**src/rtl/uart_tx_feeder_if.sv**
```systemverilog
// uart_tx_feeder_if
//   Bundles the byte-feeder signals so the core-side write port, the status
//   outputs and the transmitter handshake travel as one connection.
//   Signals:
//     i_Wr_DV / i_Wr_Byte   single-cycle byte write from core logic
//     i_Flush               discard every queued byte
//     i_Clr_Ovf             clear the sticky overflow and watchdog flags
//     o_Full / o_Empty      registered occupancy flags
//     o_Count               bytes queued, in-flight head included
//     o_Overflow            sticky: a write was dropped while full
//     o_Tx_Error            sticky: a frame was aborted by the watchdog
//     o_Sent_Count          completed frames, wraps at 16 bits
//     o_Tx_DV / o_Tx_Byte   launch strobe and byte to the transmitter
//     i_Tx_Active/i_Tx_Done transmitter busy level and end-of-frame pulse
//   Modports: slave = the feeder itself, master = whatever drives it.
interface uart_tx_feeder_if #(
    parameter int DEPTH = 16
);
    localparam int ADDR_W = $clog2(DEPTH);

    logic              i_Wr_DV;
    logic [7:0]        i_Wr_Byte;
    logic              i_Flush;
    logic              i_Clr_Ovf;
    logic              o_Full;
    logic              o_Empty;
    logic [ADDR_W:0]   o_Count;
    logic              o_Overflow;
    logic              o_Tx_Error;
    logic [15:0]       o_Sent_Count;
    logic              o_Tx_DV;
    logic [7:0]        o_Tx_Byte;
    logic              i_Tx_Active;
    logic              i_Tx_Done;

    modport master (
        output i_Wr_DV, i_Wr_Byte, i_Flush, i_Clr_Ovf, i_Tx_Active, i_Tx_Done,
        input  o_Full, o_Empty, o_Count, o_Overflow, o_Tx_Error, o_Sent_Count,
               o_Tx_DV, o_Tx_Byte
    );

    modport slave (
        input  i_Wr_DV, i_Wr_Byte, i_Flush, i_Clr_Ovf, i_Tx_Active, i_Tx_Done,
        output o_Full, o_Empty, o_Count, o_Overflow, o_Tx_Error, o_Sent_Count,
               o_Tx_DV, o_Tx_Byte
    );
endinterface

```
**src/rtl/uart_tx_feeder.sv**
```systemverilog
// uart_tx_feeder
//   Byte FIFO plus launch controller in front of a UART transmitter. Bytes
//   are queued from single-cycle write strobes; the head byte is presented to
//   the transmitter with a DV/Active/Done handshake and stays in the FIFO
//   until the frame completes (or the watchdog aborts it).
//   Ports:
//     i_Clock   system clock, rising edge
//     i_Rst_n   asynchronous active-low reset
//     bus       uart_tx_feeder_if.slave (write port, status, tx handshake)
module uart_tx_feeder #(
    parameter int DEPTH          = 16,
    parameter int TIMEOUT_CYCLES = 512
) (
    input  logic                  i_Clock,
    input  logic                  i_Rst_n,
    uart_tx_feeder_if.slave       bus
);
    localparam int ADDR_W = $clog2(DEPTH);
    localparam int WD_W   = $clog2(TIMEOUT_CYCLES);

    localparam logic [ADDR_W:0]  FULL_CNT = (ADDR_W + 1)'(DEPTH);
    localparam logic [WD_W-1:0]  WD_LAST  = WD_W'(TIMEOUT_CYCLES - 1);

    typedef enum logic [1:0] {
        S_IDLE      = 2'd0,
        S_WAIT_ACT  = 2'd1,
        S_WAIT_DONE = 2'd2
    } state_t;

    state_t             state;
    state_t             state_next;

    logic [7:0]         mem [DEPTH];
    logic [ADDR_W-1:0]  wr_ptr;
    logic [ADDR_W-1:0]  rd_ptr;
    logic [ADDR_W:0]    count;
    logic [ADDR_W:0]    count_next;
    logic               head_valid;
    logic [WD_W-1:0]    wd_cnt;
    logic [WD_W-1:0]    wd_next;

    logic               full;
    logic               empty;
    logic               overflow;
    logic               tx_error;
    logic [15:0]        sent_count;
    logic               tx_dv;
    logic [7:0]         tx_byte;

    logic               wr_ok;
    logic               ovf_set;
    logic               launch;
    logic               act_seen;
    logic               done_evt;
    logic               abort;
    logic               pop;
    logic               wd_hit;

    // Flush takes precedence over a same-cycle write: the write is silently
    // dropped and is not counted as an overflow.
    assign wr_ok   = bus.i_Wr_DV && (count != FULL_CNT) && !bus.i_Flush;
    assign ovf_set = bus.i_Wr_DV && (count == FULL_CNT) && !bus.i_Flush;
    assign wd_hit  = (wd_cnt == WD_LAST);

    always_ff @(posedge i_Clock or negedge i_Rst_n) begin
        if (!i_Rst_n) begin
            state <= S_IDLE;
        end else begin
            state <= state_next;
        end
    end

    always_comb begin
        state_next = state;
        launch     = 1'b0;
        act_seen   = 1'b0;
        done_evt   = 1'b0;
        abort      = 1'b0;
        case (state)
            S_IDLE: begin
                if ((count != '0) && !bus.i_Flush) begin
                    launch     = 1'b1;
                    state_next = S_WAIT_ACT;
                end
            end
            S_WAIT_ACT: begin
                // The exit event wins over a coincident watchdog expiry.
                if (bus.i_Tx_Active) begin
                    act_seen   = 1'b1;
                    state_next = S_WAIT_DONE;
                end else if (wd_hit) begin
                    abort      = 1'b1;
                    state_next = S_IDLE;
                end
            end
            S_WAIT_DONE: begin
                if (bus.i_Tx_Done) begin
                    done_evt   = 1'b1;
                    state_next = S_IDLE;
                end else if (wd_hit) begin
                    abort      = 1'b1;
                    state_next = S_IDLE;
                end
            end
            default: begin
                state_next = S_IDLE;
            end
        endcase
    end

    // A flushed head has already been discarded, so it must not be popped
    // again when its frame finishes.
    assign pop = (done_evt || abort) && head_valid && !bus.i_Flush;

    always_comb begin
        count_next = count;
        if (bus.i_Flush) begin
            count_next = '0;
        end else if (wr_ok && !pop) begin
            count_next = count + 1'b1;
        end else if (pop && !wr_ok) begin
            count_next = count - 1'b1;
        end
    end

    // Watchdog restarts on every state change and only counts while a frame
    // is outstanding.
    always_comb begin
        wd_next = '0;
        if ((state_next == state) && (state != S_IDLE)) begin
            wd_next = wd_cnt + 1'b1;
        end
    end

    always_ff @(posedge i_Clock) begin
        if (wr_ok) begin
            mem[wr_ptr] <= bus.i_Wr_Byte;
        end
    end

    always_ff @(posedge i_Clock or negedge i_Rst_n) begin
        if (!i_Rst_n) begin
            wr_ptr     <= '0;
            rd_ptr     <= '0;
            count      <= '0;
            full       <= 1'b0;
            empty      <= 1'b1;
            head_valid <= 1'b0;
            wd_cnt     <= '0;
            overflow   <= 1'b0;
            tx_error   <= 1'b0;
            sent_count <= '0;
            tx_dv      <= 1'b0;
            tx_byte    <= '0;
        end else begin
            count  <= count_next;
            full   <= (count_next == FULL_CNT);
            empty  <= (count_next == '0);
            wd_cnt <= wd_next;

            if (wr_ok) begin
                wr_ptr <= wr_ptr + 1'b1;
            end

            if (bus.i_Flush) begin
                rd_ptr <= wr_ptr;
            end else if (pop) begin
                rd_ptr <= rd_ptr + 1'b1;
            end

            // tx_byte is only loaded on launch, which happens in S_IDLE, so it
            // is frozen for the whole frame.
            if (launch) begin
                tx_byte <= mem[rd_ptr];
                tx_dv   <= 1'b1;
            end else if (act_seen || abort) begin
                tx_dv   <= 1'b0;
            end

            if (launch) begin
                head_valid <= 1'b1;
            end else if (bus.i_Flush || done_evt || abort) begin
                head_valid <= 1'b0;
            end

            if (done_evt) begin
                sent_count <= sent_count + 16'd1;
            end

            if (ovf_set) begin
                overflow <= 1'b1;
            end else if (bus.i_Clr_Ovf) begin
                overflow <= 1'b0;
            end

            if (abort) begin
                tx_error <= 1'b1;
            end else if (bus.i_Clr_Ovf) begin
                tx_error <= 1'b0;
            end
        end
    end

    assign bus.o_Full       = full;
    assign bus.o_Empty      = empty;
    assign bus.o_Count      = count;
    assign bus.o_Overflow   = overflow;
    assign bus.o_Tx_Error   = tx_error;
    assign bus.o_Sent_Count = sent_count;
    assign bus.o_Tx_DV      = tx_dv;
    assign bus.o_Tx_Byte    = tx_byte;
endmodule

```
**src/flat_wrapper.sv**
```systemverilog
// flat-port wrapper written by rule: the top's interface ports become plain ports
module uart_tx_feeder_flat 
#(
    parameter int DEPTH          = 16,
    parameter int TIMEOUT_CYCLES = 512
)
  (i_Clock, i_Rst_n, bus_i_Wr_DV, bus_i_Wr_Byte, bus_i_Flush, bus_i_Clr_Ovf, bus_i_Tx_Active, bus_i_Tx_Done, bus_o_Full, bus_o_Empty, bus_o_Count, bus_o_Overflow, bus_o_Tx_Error, bus_o_Sent_Count, bus_o_Tx_DV, bus_o_Tx_Byte);
  uart_tx_feeder_if #(.DEPTH(DEPTH)) bus_i ();
  input  logic i_Clock;
  input  logic i_Rst_n;
  input wire logic [$bits(bus_i.i_Wr_DV)-1:0] bus_i_Wr_DV;
  input wire logic [$bits(bus_i.i_Wr_Byte)-1:0] bus_i_Wr_Byte;
  input wire logic [$bits(bus_i.i_Flush)-1:0] bus_i_Flush;
  input wire logic [$bits(bus_i.i_Clr_Ovf)-1:0] bus_i_Clr_Ovf;
  input wire logic [$bits(bus_i.i_Tx_Active)-1:0] bus_i_Tx_Active;
  input wire logic [$bits(bus_i.i_Tx_Done)-1:0] bus_i_Tx_Done;
  output wire logic [$bits(bus_i.o_Full)-1:0] bus_o_Full;
  output wire logic [$bits(bus_i.o_Empty)-1:0] bus_o_Empty;
  output wire logic [$bits(bus_i.o_Count)-1:0] bus_o_Count;
  output wire logic [$bits(bus_i.o_Overflow)-1:0] bus_o_Overflow;
  output wire logic [$bits(bus_i.o_Tx_Error)-1:0] bus_o_Tx_Error;
  output wire logic [$bits(bus_i.o_Sent_Count)-1:0] bus_o_Sent_Count;
  output wire logic [$bits(bus_i.o_Tx_DV)-1:0] bus_o_Tx_DV;
  output wire logic [$bits(bus_i.o_Tx_Byte)-1:0] bus_o_Tx_Byte;
  assign bus_i.i_Wr_DV = bus_i_Wr_DV;
  assign bus_i.i_Wr_Byte = bus_i_Wr_Byte;
  assign bus_i.i_Flush = bus_i_Flush;
  assign bus_i.i_Clr_Ovf = bus_i_Clr_Ovf;
  assign bus_i.i_Tx_Active = bus_i_Tx_Active;
  assign bus_i.i_Tx_Done = bus_i_Tx_Done;
  assign bus_o_Full = bus_i.o_Full;
  assign bus_o_Empty = bus_i.o_Empty;
  assign bus_o_Count = bus_i.o_Count;
  assign bus_o_Overflow = bus_i.o_Overflow;
  assign bus_o_Tx_Error = bus_i.o_Tx_Error;
  assign bus_o_Sent_Count = bus_i.o_Sent_Count;
  assign bus_o_Tx_DV = bus_i.o_Tx_DV;
  assign bus_o_Tx_Byte = bus_i.o_Tx_Byte;
  uart_tx_feeder #(.DEPTH(DEPTH), .TIMEOUT_CYCLES(TIMEOUT_CYCLES)) u_core (.i_Clock(i_Clock), .i_Rst_n(i_Rst_n), .bus(bus_i));
endmodule
```
**config.mk**
```make
export PLATFORM = sky130hd
export DESIGN_NAME = uart_tx_feeder_flat
export DESIGN_NICKNAME = d
export VERILOG_FILES = /design/src/rtl/uart_tx_feeder_if.sv /design/src/rtl/uart_tx_feeder.sv /design/src/flat_wrapper.sv
export SDC_FILE = /design/constraint.sdc
export NUM_CORES = 1
export LEC_CHECK = 0
export BUFFER_PORTS_ARGS = -buffer_cell sky130_fd_sc_hd__buf_4
export CAP_MARGIN = 20
export CORE_MARGIN = 4
export CORE_UTILIZATION = 45
export DETAILED_ROUTE_END_ITERATION = 8
export PLACE_DENSITY = 0.61
export SYNTH_ARGS = -nofsm -noshare
export SYNTH_HDL_FRONTEND = slang
export SYNTH_SLANG_ARGS = --single-unit
```
**constraint.sdc**
```tcl
create_clock -name i_Clock -period 3.18 [get_ports i_Clock]
set_clock_uncertainty 0.15 [all_clocks]
set_input_delay 0.636 -clock i_Clock [delete_from_list [all_inputs] [get_ports i_Clock]]
set_output_delay 0.636 -clock i_Clock [all_outputs]
set_load 0.01 [all_outputs]
```
Yosys cells after proc, flatten, opt, wreduce, memory -nomap -nowiden

Memories as Yosys holds them, arrays and structs flattened. A register that Yosys moved wholly into a read port is not among the register bits.
Index checks and enable logic that the tools add are counted.

Output and inout bits: 34
Word-level logic and storage cells: 83
Memories: 1
Register bits: 46
RAM bits: 128
Input bits: 15

Memory list:

| memory     | depth | width | rd ports | clocked after Yosys merged registers in | wr ports | RTL line             | source |
|---|---|---|---|---|---|---|---|
| u_core.mem | 16    | 8     | 1        | 1                                       | 1        | uart_tx_feeder.sv:33 | `logic [7:0] mem [DEPTH];` |

Eq/ne operators: 7
Muxes and demuxes: 30
Reductions and logical operators: 27
$add $sub $neg: 6

Operators by type and width:

| operator                                            | count |
|---|---|
| two-way mux 1 bit                                   | 18 |
| adder 16 x 1 -> 16 bit, second input constant       | 1 |
| two-way mux 5 bit                                   | 3 |
| nonzero test 2 bit                                  | 6 |
| equality test 5 bit, second input constant          | 2 |
| logical AND 1 bit                                   | 10 |
| adder 9 x 1 -> 9 bit, second input constant         | 1 |
| equality test 9 bit, second input constant          | 1 |
| two-way mux 9 bit                                   | 1 |
| adder 4 x 1 -> 4 bit, second input constant         | 2 |
| two-way mux 2 bit                                   | 4 |
| two-way mux 4 bit                                   | 2 |
| one-hot mux 2 bit (3 select lines)                  | 1 |
| adder 5 x 1 -> 5 bit, second input constant         | 1 |
| logical NOT 5 bit                                   | 1 |
| inequality test 5 bit, second input constant        | 1 |
| nonzero test 5 bit                                  | 1 |
| subtractor 5 x 1 -> 5 bit, second input constant    | 1 |
| logical NOT 1 bit                                   | 4 |
| logical OR 1 bit                                    | 4 |
| equality test 2 x 1 -> 1 bit, second input constant | 1 |
| equality test 2 bit                                 | 1 |
| equality test 2 bit, second input constant          | 1 |
| logical NOT 2 bit                                   | 1 |
| one-hot mux 1 bit (2 select lines)                  | 1 |

Longest topological paths before layout

Depth in word-level cells: 12
Depth in mapped cells: 10
Gate-level depth less buffers: 10

Worst setup path after synthesis

OpenSTA, ideal clock, no wires.

Path kind: register -> register
From: reg u_core.wd_cnt[0]
To: reg u_core.empty, in the netlist u_core.bus.o_Empty
Period minus slack after synthesis: 2.728 ns
Slack: 0.452 ns
Data required time: 2.933 ns
Setup time: 0.097 ns
Buffers on the path: 0
Data arrival time: 2.480 ns
Stages on the path, launching flop included: 11
Cell sequence: dfrtp_1 > ha_1 > nand3_1 > nor2_1 > and3_1 > ha_1 > a21oi_1 > o22a_1 > mux2i_1 > xor2_1 > o41ai_2

Word-level cells in the longest chain between the ends: 12
Elaborated cells on any way between the ends: 15
Those cells by class: 1 x eq/ne; 7 x mux; 7 x reduce/logical

RTL lines:

| what                                                   | RTL line                                     | source |
|---|---|---|
| from (decl)                                            | uart_tx_feeder.sv:39                         | `logic [WD_W-1:0] wd_cnt;` |
| from (signal assigned)                                 | uart_tx_feeder.sv:159                        | `wd_cnt <= wd_next;` |
| equality test 9 bit *                                  | uart_tx_feeder.sv:63                         | `assign wd_hit = (wd_cnt == WD_LAST);` |
| two-way mux 1 bit *                                    | uart_tx_feeder.sv:91, uart_tx_feeder.sv:100  |  |
| two-way mux 1 bit (on tied branches)                   | uart_tx_feeder.sv:97, uart_tx_feeder.sv:88   |  |
| one-hot mux 1 bit (2 select lines) *                   | uart_tx_feeder.sv:79                         | `case (state)` |
| logical OR 1 bit *                                     | uart_tx_feeder.sv:113                        | `assign pop = (done_evt \|\| abort) && head_valid && !bus.i_Flush;` |
| logical AND 1 bit * (2 in a row)                       | uart_tx_feeder.sv:113                        |  |
| logical AND 1 bit or logical NOT 1 bit (tied branches) | uart_tx_feeder.sv:121, uart_tx_feeder.sv:119 |  |
| two-way mux 5 bit or logical AND 1 bit (tied branches) | uart_tx_feeder.sv:121, uart_tx_feeder.sv:119 |  |
| two-way mux 5 bit *                                    | uart_tx_feeder.sv:119                        | `end else if (wr_ok && !pop) begin` |
| two-way mux 5 bit *                                    | uart_tx_feeder.sv:117                        | `if (bus.i_Flush) begin` |
| logical NOT 5 bit *                                    | uart_tx_feeder.sv:158                        | `empty <= (count_next == '0);` |
| to (signal assigned)                                   | uart_tx_feeder.sv:158                        |  |
| to (decl)                                              | uart_tx_feeder.sv:43                         | `logic empty;` |

Mark *: on every way between the ends. The rest lies on a longest branch, timed or not.
A chain may end at the register's enable or synchronous reset.

Worst setup path in the final report

From: reg u_core.wd_cnt[0]
To: reg u_core.empty, in the netlist u_core.bus.o_Empty

Word-level cells in the longest chain between the ends: 12
Elaborated cells on any way between the ends: 15
Those cells by class: 1 x eq/ne; 7 x mux; 7 x reduce/logical

RTL lines:

| what                                                   | RTL line                                     | source |
|---|---|---|
| equality test 9 bit *                                  | uart_tx_feeder.sv:63                         |  |
| two-way mux 1 bit *                                    | uart_tx_feeder.sv:91, uart_tx_feeder.sv:100  |  |
| two-way mux 1 bit (on tied branches)                   | uart_tx_feeder.sv:97, uart_tx_feeder.sv:88   |  |
| one-hot mux 1 bit (2 select lines) *                   | uart_tx_feeder.sv:79                         |  |
| logical OR 1 bit *                                     | uart_tx_feeder.sv:113                        |  |
| logical AND 1 bit * (2 in a row)                       | uart_tx_feeder.sv:113                        |  |
| logical AND 1 bit or logical NOT 1 bit (tied branches) | uart_tx_feeder.sv:121, uart_tx_feeder.sv:119 |  |
| two-way mux 5 bit or logical AND 1 bit (tied branches) | uart_tx_feeder.sv:121, uart_tx_feeder.sv:119 |  |
| two-way mux 5 bit *                                    | uart_tx_feeder.sv:119                        |  |
| two-way mux 5 bit *                                    | uart_tx_feeder.sv:117                        |  |
| named net u_core.count_next[1]                         | uart_tx_feeder.sv:37                         | `logic [ADDR_W:0] count_next;` |
| logical NOT 5 bit *                                    | uart_tx_feeder.sv:158                        |  |

Mark *: on every way through the listed nets, which the timed path passes. The rest lies on a longest branch.

==> flow_summary.json <==
{
  "avgRoutedWirePerCell_um": 19.4,
  "endpoint_kind": "flop",
  "yosysWarnings": 0,
  "p_comb_frac": 0.253,
  "worst_pin_slew_ps": 718,
  "rrSetupSlack_ps": 190,
  "slew_headroom": 0.521,
  "ctsHoldBuffers": 0,
  "gp_congestion": 0.818,
  "port_buffers": 48,
  "layout.cells.non_filler": 756,
  "synth.net_count": 475,
  "cts_max_level": 4,
  "r2r-end": "u_core.bus.o_Empty$_DFF_PN1_",
  "clock_tree.buffer_depth": 2,
  "r2r-start": "u_core.wd_cnt[0]$_DFF_PN0_",
  "grt_pass1_vias": 4212,
  "num-fill-cells": 1321,
  "synth.avg_cell_area_um2": 17.4,
  "start_util": 0.463,
  "dp_cells": 720,
  "io_pins": 49,
  "cts_tree": "done",
  "place.detailed.hpwl_um": 9890,
  "criticalPathCategory": "flop to flop",
  "seqCellArea_mm2": 0.00520,
  "p_leak_nw": 3.37,
  "row_count": 47,
  "syn_area_mm2": 0.00775,
  "viasPerCell": 5.41,
  "drv_cap": 0,
  "dieArea_mm2": 0.0194,
  "status": "finished clean",
  "fin_crit_ps": 2990,
  "synth-edff-count": 128,
  "final_cell_mix": "edfxtp_1, buf_4, dfrtp_1",
  "worst_ep_arrival_time_ps": 3150,
  "hold_viol": 0,
  "fmax_mhz": 335,
  "met3_length_um": 737,
  "setup_viol": 0,
  "cp.required_ps": 3350,
  "p_seq_frac": 0.453,
  "root_buffer": "clkbuf_16",
  "p_switching_mw": 1.94,
  "final_common_cell": "edfxtp_1",
  "ys_ff_latch": 182,
  "synth_seq_area_share": 0.670,
  "async_reset_ff_frac": 0.297,
  "drtIter0Drc": 279,
  "top_layer": "met4",
  "yosys_most_used_dff": "edfxtp_1",
  "synth_cells": 446,
  "wl_um": 14700,
  "hold_class": "input pin to asynchronous set/reset pin",
  "via_count": 4092,
  "antennaDiodeCount": 0,
  "power.internal_mw": 4.77,
  "clk_latency_ps": 420,
  "route.met2.wl_um": 7210,
  "core_mm2": 0.0168,
  "layout-drive-gt1-share": 0.261,
  "nets": 552,
  "r2r_cells": 12,
  "fin_setup_tns_ps": 0,
  "timing.final.crit_share": 0.940,
  "syn_to_final_growth_pct": 16.3,
  "gr-usage-all-layers": 0.158,
  "slew_violations": 0,
  "wl_met1_um": 6590,
  "die_x_um": 139,
  "die_h_um": 139,
  "grt_max_degree": 55,
  "cp-start-kind": "flop",
  "drt.antenna.violating_nets": 0,
  "p_clk_frac": 0.294,
  "ir_worst_vdd_v": 0.000405,
  "power_density_mw_per_mm2": 743,
  "yosysUniqueCellTypes": 55,
  "multi_input_area_mm2": 0.00239,
  "clkTransAtPathRegs_ps": 70,
  "drt_pass1_iterations": 4,
  "grt-ovfl-total": 0,
  "cts_buffers": 17,
  "final_util": 0.538,
  "drc": 0,
  "antenna_found_initial": 0,
  "path_max_fanout": 7,
  "clock-sinks": 182,
  "swShare": 0.289,
  "grt_first_pass_wirelength_um": 23500
}
## power by group through the flow
stage               registers, mW  clock network, mW  logic (mW)
floorplan                    3.01                  0        1.27
finish                       3.04               1.97        1.70
CTS                          3.04               2.02        1.72
detailed placement           3.09                  0        1.71
global route                 3.08               2.13        1.85
global placement             3.07                  0        1.68
## cell type report
cell class,instances,area share
clock buffer,18,0.0476
clock inverter,14,0.0141
inverter,17,0.00707
multi-input combinational,233,0.265
sequential,182,0.576
tap,220,0.0305
timing repair buffer,72,0.0599
## cells by family (layout without fill, tap and decap cells)
family / Yosys count / after routing / share of synthesized area
xor gates and xnor gates: 29 / 29 / 0.0345
DFF: 182 / 182 / 0.670
buffers and inverters: 31 / 121 / 0.0227
adders and majority gates: 15 / 15 / 0.0239
AOI/OAI and AO/OA: 34 / 34 / 0.0319
and+or+nand+nor: 103 / 103 / 0.0695
muxes: 52 / 52 / 0.147
## repair_timing
item                                   4_1_cts  5_1_grt
gates resized for setup                      0        2
setup endpoints to repair                    0        4
setup buffers                                0        4
endpoints found under the hold margin        0        0
## worst max-delay path by stage
stage	cells after the start	startpoint	endpoint
CTS	10	u_core.wd_cnt[0]$_DFF_PN0_	u_core.bus.o_Empty$_DFF_PN1_
finish	12	u_core.wd_cnt[0]$_DFF_PN0_	u_core.bus.o_Empty$_DFF_PN1_
global placement	10	u_core.wd_cnt[0]$_DFF_PN0_	u_core.bus.o_Empty$_DFF_PN1_
global route	12	u_core.wd_cnt[0]$_DFF_PN0_	u_core.bus.o_Empty$_DFF_PN1_
floorplan	10	u_core.wd_cnt[0]$_DFF_PN0_	u_core.bus.o_Empty$_DFF_PN1_
detailed placement	10	u_core.wd_cnt[0]$_DFF_PN0_	u_core.bus.o_Empty$_DFF_PN1_
## critical path: stages (launching register included)
cell and delay, ps:
dfrtp_1 390, ha_1 200, nand3_1 110, nor2_1 180
and3_1 180, ha_1 270, nand4b_1 220, buf_4 200
a211oi_4 180, buf_4 190, maj3_1 190, a221oi_2 90
o41ai_2 330
## per-layer routing
layer	GRT usage	up-vias
li1	-	1891
met1	0.217	2096
met2	0.253	93
met3	0.0408	12
met4	0.0396	0
met5	0	-
## registers in the layout, summed over array words and instances (netlist names)
name and cells:
u_core.rd_ptr 4, u_core.bus.o_Tx_Byte 8, u_core.state 2, u_core.mem 128, u_core.bus.o_Full 1, u_core.bus.o_Sent_Count 16
u_core.bus.o_Empty 1, u_core.wr_ptr 4, u_core.bus.o_Tx_Error 1, u_core.wd_cnt 9, u_core.head_valid 1, u_core.bus.o_Count 5
u_core.bus.o_Tx_DV 1, u_core.bus.o_Overflow 1
## per-stage QoR
| stage | setup slack, ps | cell area (um^2) | hold slack [ps] | power (mW) |
|---|---|---|---|---|
| 2_1_floorplan | 452 | 7750 | 190 | 4.27 |
| 3_3_place_gp | 240 | 8430 | 312 | 4.76 |
| 3_5_place_dp | 178 | 8430 | 316 | 4.80 |
| 4_1_cts | 125 | 8990 | 119 | 6.78 |
| 5_1_grt | -14.7 | 9020 | 165 | 7.05 |
| 6_report | 192 | 9020 | 104 | 6.71 |
## synthesized netlist by cell type, types with 3 or more instances
cell type	number	area share
edfxtp_1	128	0.50
dfrtp_1	53	0.17
nor2_1	26	0.013
nand2_1	24	0.012
mux4_1	21	0.071
xnor2_1	20	0.023
mux4_2	19	0.055
inv_1	17	0.0082
ha_1	14	0.023
nand3_1	10	0.0065
o21ai_0	10	0.0065
a21oi_1	9	0.0058
mux2_4	8	0.015
xor2_1	8	0.0090
nand4_1	7	0.0056
nand2b_1	6	0.0048
nor3_1	6	0.0039
and2_1	4	0.0032
and4_1	3	0.0034
buf_2	3	0.0019
buf_4	3	0.0029
buf_6	3	0.0044
nand3b_1	3	0.0029
nor2b_1	3	0.0024
No activity file was read; power rests on OpenSTA's default activity.
